File: src/rtl/blackjack_pkg.sv
// Shared blackjack encodings and constants for card_dealer and game_control.
package blackjack_pkg;

  typedef enum logic [1:0] {GsIdle, GsS100, GsS200, GsS300} game_state_e;

  typedef enum logic [2:0] {
    DlrIdle,
    DlrOne,
    DlrTwo,
    DlrThree,
    DlrFour,
    DlrOver
  } dealer_state_e;

  localparam int unsigned CARD_MIN   = 1;
  localparam int unsigned CARD_MAX   = 9;
  localparam int unsigned TARGET_SUM = 17;

  // Maps any LFSR state onto CARD_MIN..CARD_MAX.
  function automatic logic [3:0] lfsr_to_card(input logic [7:0] v);
    return 4'(v % 8'(CARD_MAX - CARD_MIN + 1)) + 4'(CARD_MIN);
  endfunction

endpackage

File: src/rtl/lfsr_card_gen.sv
// Free-running 8-bit Fibonacci LFSR (x^8+x^6+x^5+x^4+1) with card value mapping.
module lfsr_card_gen
  import blackjack_pkg::*;
#(
  parameter logic [7:0] LFSR_SEED = 8'hA5
) (
  input  logic       clk,
  input  logic       rst,
  output logic [3:0] card_val
);

  logic [7:0] lfsr_q, lfsr_d;

  always_comb lfsr_d = {lfsr_q[6:0], lfsr_q[7] ^ lfsr_q[5] ^ lfsr_q[4] ^ lfsr_q[3]};

  always_ff @(posedge clk or negedge rst) begin
    if (!rst) lfsr_q <= LFSR_SEED;
    else      lfsr_q <= lfsr_d;
  end

  assign card_val = lfsr_to_card(lfsr_q);

endmodule

File: src/rtl/card_dealer.sv
// Deals up to four cards on debounced hit presses; undealt cards read as zero.
module card_dealer
  import blackjack_pkg::*;
#(
  parameter logic [7:0]  LFSR_SEED       = 8'hA5,
  parameter int unsigned DEBOUNCE_CYCLES = 16,
  parameter int unsigned GUARD_CYCLES    = 2
) (
  input  logic       clk,
  input  logic       rst,
  input  logic       hit_btn,
  input  logic       new_game,
  input  logic       win_pulse,
  input  logic       lose_pulse,
  output logic [3:0] first_card,
  output logic [3:0] second_card,
  output logic [3:0] third_card,
  output logic [3:0] fourth_card,
  output logic [1:0] cstate,
  output logic [2:0] card_count,
  output logic       deal_valid,
  output logic       game_over
);

  localparam int unsigned DbW = $clog2(DEBOUNCE_CYCLES);
  localparam int unsigned GdW = $clog2(GUARD_CYCLES + 1);

  logic           sync1_q, sync2_q, filt_q, filt_prev_q;
  logic [DbW-1:0] db_cnt_q;
  logic           hit_req;

  always_ff @(posedge clk or negedge rst) begin
    if (!rst) begin
      sync1_q     <= 1'b0;
      sync2_q     <= 1'b0;
      filt_q      <= 1'b0;
      filt_prev_q <= 1'b0;
      db_cnt_q    <= '0;
    end else begin
      sync1_q     <= hit_btn;
      sync2_q     <= sync1_q;
      filt_prev_q <= filt_q;
      if (sync2_q == filt_q) begin
        db_cnt_q <= '0;
      end else if (db_cnt_q == DbW'(DEBOUNCE_CYCLES - 1)) begin
        filt_q   <= sync2_q;
        db_cnt_q <= '0;
      end else begin
        db_cnt_q <= db_cnt_q + 1'b1;
      end
    end
  end

  assign hit_req = filt_q & ~filt_prev_q;

  logic [3:0] card_val;

  lfsr_card_gen #(
    .LFSR_SEED(LFSR_SEED)
  ) u_lfsr (
    .clk     (clk),
    .rst     (rst),
    .card_val(card_val)
  );

  dealer_state_e  state_q, state_d;
  logic [3:0]     cards_q [4];
  logic [2:0]     card_count_q;
  logic           deal_valid_q;
  logic [GdW-1:0] guard_q;
  logic           verdict, hit_ok, deal;

  assign verdict = win_pulse | lose_pulse;
  assign hit_ok  = hit_req && (guard_q == '0) && !new_game;

  always_ff @(posedge clk or negedge rst) begin
    if (!rst) state_q <= DlrIdle;
    else      state_q <= state_d;
  end

  always_comb begin
    state_d = state_q;
    if (new_game) begin
      state_d = DlrIdle;
    end else begin
      case (state_q)
        DlrIdle:  if (deal) state_d = DlrOne;
        DlrOne:   if (verdict) state_d = DlrOver; else if (deal) state_d = DlrTwo;
        DlrTwo:   if (verdict) state_d = DlrOver; else if (deal) state_d = DlrThree;
        DlrThree: if (verdict) state_d = DlrOver; else if (deal) state_d = DlrFour;
        DlrFour:  state_d = DlrOver;
        DlrOver:  state_d = DlrOver;
        default:  state_d = DlrIdle;
      endcase
    end
  end

  // A verdict arriving with a hit wins; win/lose carry no meaning before a card is out.
  always_comb begin
    deal = 1'b0;
    case (state_q)
      DlrIdle:                  deal = hit_ok;
      DlrOne, DlrTwo, DlrThree: deal = hit_ok & ~verdict;
      default:                  deal = 1'b0;
    endcase
    game_over = (state_q == DlrOver);
    cstate    = (card_count_q >= 3'd3) ? 2'd3 : card_count_q[1:0];
  end

  always_ff @(posedge clk or negedge rst) begin
    if (!rst) begin
      for (int i = 0; i < 4; i++) cards_q[i] <= 4'd0;
      card_count_q <= 3'd0;
      deal_valid_q <= 1'b0;
      guard_q      <= '0;
    end else begin
      deal_valid_q <= deal;
      if (new_game) begin
        for (int i = 0; i < 4; i++) cards_q[i] <= 4'd0;
        card_count_q <= 3'd0;
        guard_q      <= '0;
      end else if (deal) begin
        cards_q[card_count_q[1:0]] <= card_val;
        card_count_q               <= card_count_q + 3'd1;
        guard_q                    <= GdW'(GUARD_CYCLES);
      end else if (guard_q != '0) begin
        guard_q <= guard_q - 1'b1;
      end
    end
  end

  assign first_card  = cards_q[0];
  assign second_card = cards_q[1];
  assign third_card  = cards_q[2];
  assign fourth_card = cards_q[3];
  assign card_count  = card_count_q;
  assign deal_valid  = deal_valid_q;

endmodule

File: config.mk
export PLATFORM = sky130hd
export DESIGN_NAME = card_dealer
export DESIGN_NICKNAME = d
export VERILOG_FILES = /design/src/rtl/blackjack_pkg.sv /design/src/rtl/lfsr_card_gen.sv /design/src/rtl/card_dealer.sv
export SDC_FILE = /design/constraint.sdc
export NUM_CORES = 1
export LEC_CHECK = 0
export ABC_AREA = 1
export ABC_CLOCK_PERIOD_IN_PS = 5000
export CAP_MARGIN = 15
export CORE_MARGIN = 1.5
export CORE_UTILIZATION = 45
export CTS_BUF_LIST = sky130_fd_sc_hd__clkbuf_8
export CTS_CLUSTER_SIZE = 40
export DETAILED_ROUTE_END_ITERATION = 8
export GPL_ROUTABILITY_DRIVEN = 1
export GPL_TIMING_DRIVEN = 1
export PLACE_DENSITY_LB_ADDON = 0.25
export SLEW_MARGIN = 20
export SYNTH_ARGS = -nofsm -noshare
export SYNTH_HDL_FRONTEND = slang
export SYNTH_SLANG_ARGS = --single-unit
File: constraint.sdc
create_clock -name clk -period 5 [get_ports clk]
set_input_delay 0.75 -clock clk [delete_from_list [all_inputs] [get_ports clk]]
set_output_delay 0.75 -clock clk [all_outputs]
set_load 0.02 [all_outputs]
==> results of run 1 <==
-- stage by stage --
stage | utilization [%] | total power, mW | setup slack [ns]
after global routing | 54.8 | 0.722 | 0.0123
after CTS | 54.6 | 0.701 | 0.434
after floorplan | - | 0.394 | 0.901
after global placement | 52.5 | 0.412 | 0.654
final | 54.8 | 0.692 | 0.471
after detailed placement | 52.5 | 0.414 | 0.465
-- final cells by class --
| class | instances | area, sq um |
|---|---|---|
| Fill cell | 538 | 2680 |
| Sequential cell | 41 | 1030 |
| Timing Repair Buffer | 28 | 275 |
| Multi-Input combinational cell | 242 | 1510 |
| Clock inverter | 2 | 37.5 |
| Inverter | 56 | 211 |
| Clock buffer | 6 | 82.6 |
| Tap cell | 75 | 93.8 |
-- report_power, final --
group / internal [mW] / switching [mW] / total [mW]
sequential: 0.342 / 0.00735 / 0.350
clock: 0.162 / 0.120 / 0.282
combinational: 0.0239 / 0.0355 / 0.0593
-- flip-flops by register name, summed over array words and instances (netlist names) --
register       cells
card_count         3
db_cnt_q           4
deal_valid         1
filt_prev_q        1
filt_q             1
first_card         4
fourth_card        4
guard_q            2
second_card        4
state_q            3
sync1_q            1
sync2_q            1
third_card         4
u_lfsr.lfsr_q      8
-- synth_stat cells, drive strengths merged (3+ instances only) --
library cell	count
nand2	100
inv	55
nand3	43
dfrtp	37
nor2	27
o21ai	21
ha	14
xor2	9
nand4	7
xnor2	5
a21oi	4
dfstp	4
o211ai	4
nand3b	3
nor3	3
-- worst register-to-register path, delay by kind of cell (launching register included) --
family	cells	cell delay, ns
and+or+nand+nor	16	1.98
AOI/OAI and AO/OA	2	0.28
adders and majority gates	4	0.79
buffers and inverters	5	0.31
DFF	1	0.59
xor gates and xnor gates	2	0.47
-- worst paths after layout --
kind | start | end | slack, ns
max in group asynchronous | rst | u_lfsr.lfsr_q[3] | 3.87
hold reg to reg | sync1_q | sync2_q | 0.35
setup / recovery | u_lfsr.lfsr_q[5] | fourth_card[2] | 0.47
setup reg to reg | u_lfsr.lfsr_q[5] | fourth_card[2] | 0.47
min in group asynchronous | rst | second_card[2] | 0.57
hold / removal | sync1_q | sync2_q | 0.35
-- layer usage --
metal | GRT usage, % | vias up | part of all wire [%]
li1 | - | 1149 | -
met1 | 22.2 | 1013 | 48
met2 | 28.1 | 49 | 46
met3 | 2.81 | 12 | 3.2
met4 | 7.76 | 0 | 2.5
met5 | 0 | - | 0
-- kinds of logic after synthesis --
group                    after synthesis  synth area share, %
flip-flops                            41                 37.5
XOR/XNOR                              14                 5.00
adder cells (fa/ha/maj)               14                 6.36
AO/OA/AOI/OAI                         31                 6.82
AND/OR/NAND/NOR                      183                 36.3
buffers and inverters                 57                 8.09
==> flow_summary.yaml, run 1 <==
run_status:
  status: "finished clean"
synthesis:
  synth_area_leaders: "dfrtp_1 (34%), nand2_1 (9.8%), inv_1 (7.4%), ha_1 (6.4%), nand3_1 (6.2%)"
  syn_inst: 340
  synthesis.nets: 360
  yosysSeqAreaShare_pct: 37.5
  synth-edff-count: 0
  yosysUniqueCellTypes: 31
  synth_seq_cells: 41
  synth_ff_type: "dfrtp_1"
  yosysTopAreaCellShare_pct: 33.6
  ys_warn_count: 0
  syn_area_per_cell_sq_um: 8.10
  synth_area_sq_mm: 0.00275
  ys_async_sr_fraction_pct: 100
  yosys.area.top_type: "dfrtp_1"
worst_setup_path:
  endpoint_kind: "flop"
  crit_arrival_ns: 4.71
  cp_slowest_cell: "dfstp_2"
  cpPeakStageDelay_ns: 0.59
  crit_buf_inv: 5
  cp.depth: 29
  crit_family: "simple AND/OR/NAND/NOR gates"
  cp.required_ns: 5.18
  r2r_cells: 29
  start_kind: "flop"
  critPathMaxFanout: 8
  critical_path_class: "flop to flop"
  crit_top_cell: "inv_1"
drt:
  antenna_left: 0
  first_iter_violations: 78
  wl_per_cell_um: 11.8
  finalWirelength_um: 5290
  route.detailed.drc: 0
  first_pass_iters: 4
  routed-via-count: 2223
  avgViaCountPerCell: 4.94
clocking:
  root_buffer: "clkbuf_8"
  htree_levels: 2
  cts_made_buffers: 5
  clockBufferDepth: 2
  cts_tree: "built"
  clock-sinks: 41
  path_clk_slew_ns: 0.08
  cts_setup_buffers: 0
  insertion_delay_ns: 0.30
  cts_hold_buffers: 0
  ctsResizeCount: 0
sta:
  holdWs_ns: 0.353
  timing.final.crit_share_pct: 90.6
  hold_viol: 0
  worst-slew-pin-transition_ns: 0.888
  clock.fmax_mhz: 221
  setup_viol: 0
  finClkSkew_ns: 0.00774
  maxSlewHeadroom_pct: 40.8
  setup_tns_ns: 0
  drv_slew: 0
  rsz0062_at_grt: "no"
  fin_crit_ns: 4.53
grt:
  grt-ovfl-total: 0
  grt_pass1_vias: 1993
  grt_max_degree: 42
  antenna_found_initial: 0
  grt_pass1_wl_um: 8800
  track_usage_pct: 17.2
job:
  drv_cap: 0
floorplanning:
  start_util_pct: 46.5
  fp.dieArea_sq_mm: 0.00660
  dieWidth_um: 81.2
  die_y_um: 81.2
  core_sq_mm: 0.00592
  ioPinCount: 29
  num_rows: 28
hold_path:
  hold_path_depth: 0
  hold_class: "flop to flop"
finish:
  stdcell_count: 450
  design_area_sq_mm: 0.00324
  diodes: 0
  final_common_cell: "nand2_1"
  area_growth_syn_to_layout_pct: 17.8
  mostFrequentLayoutCells: "nand2_1 (72), inv_1 (54), dfrtp_1 (37)"
  drive_gt1_share_pct: 17.1
  layout.nets: 394
place:
  place_congestion: 0.886
  portBuffers: 28
  placed_cells: 442
  dp_hpwl_um: 4040
  placed_cell_area_sq_mm: 0.00311
power_and_ir_drop:
  leakagePower_nw: 1.66
  power_density_mw_per_mm2: 213
  ir_drop_v: 0.000194
No activity file was read; power rests on OpenSTA's default activity.
==> inputs of run 2 (changes only) <==
- SKIP_CTS_REPAIR_TIMING: default -> 1
==> results of run 2 <==
No change in the layout: final DEF, timing and power equal those of run 1.
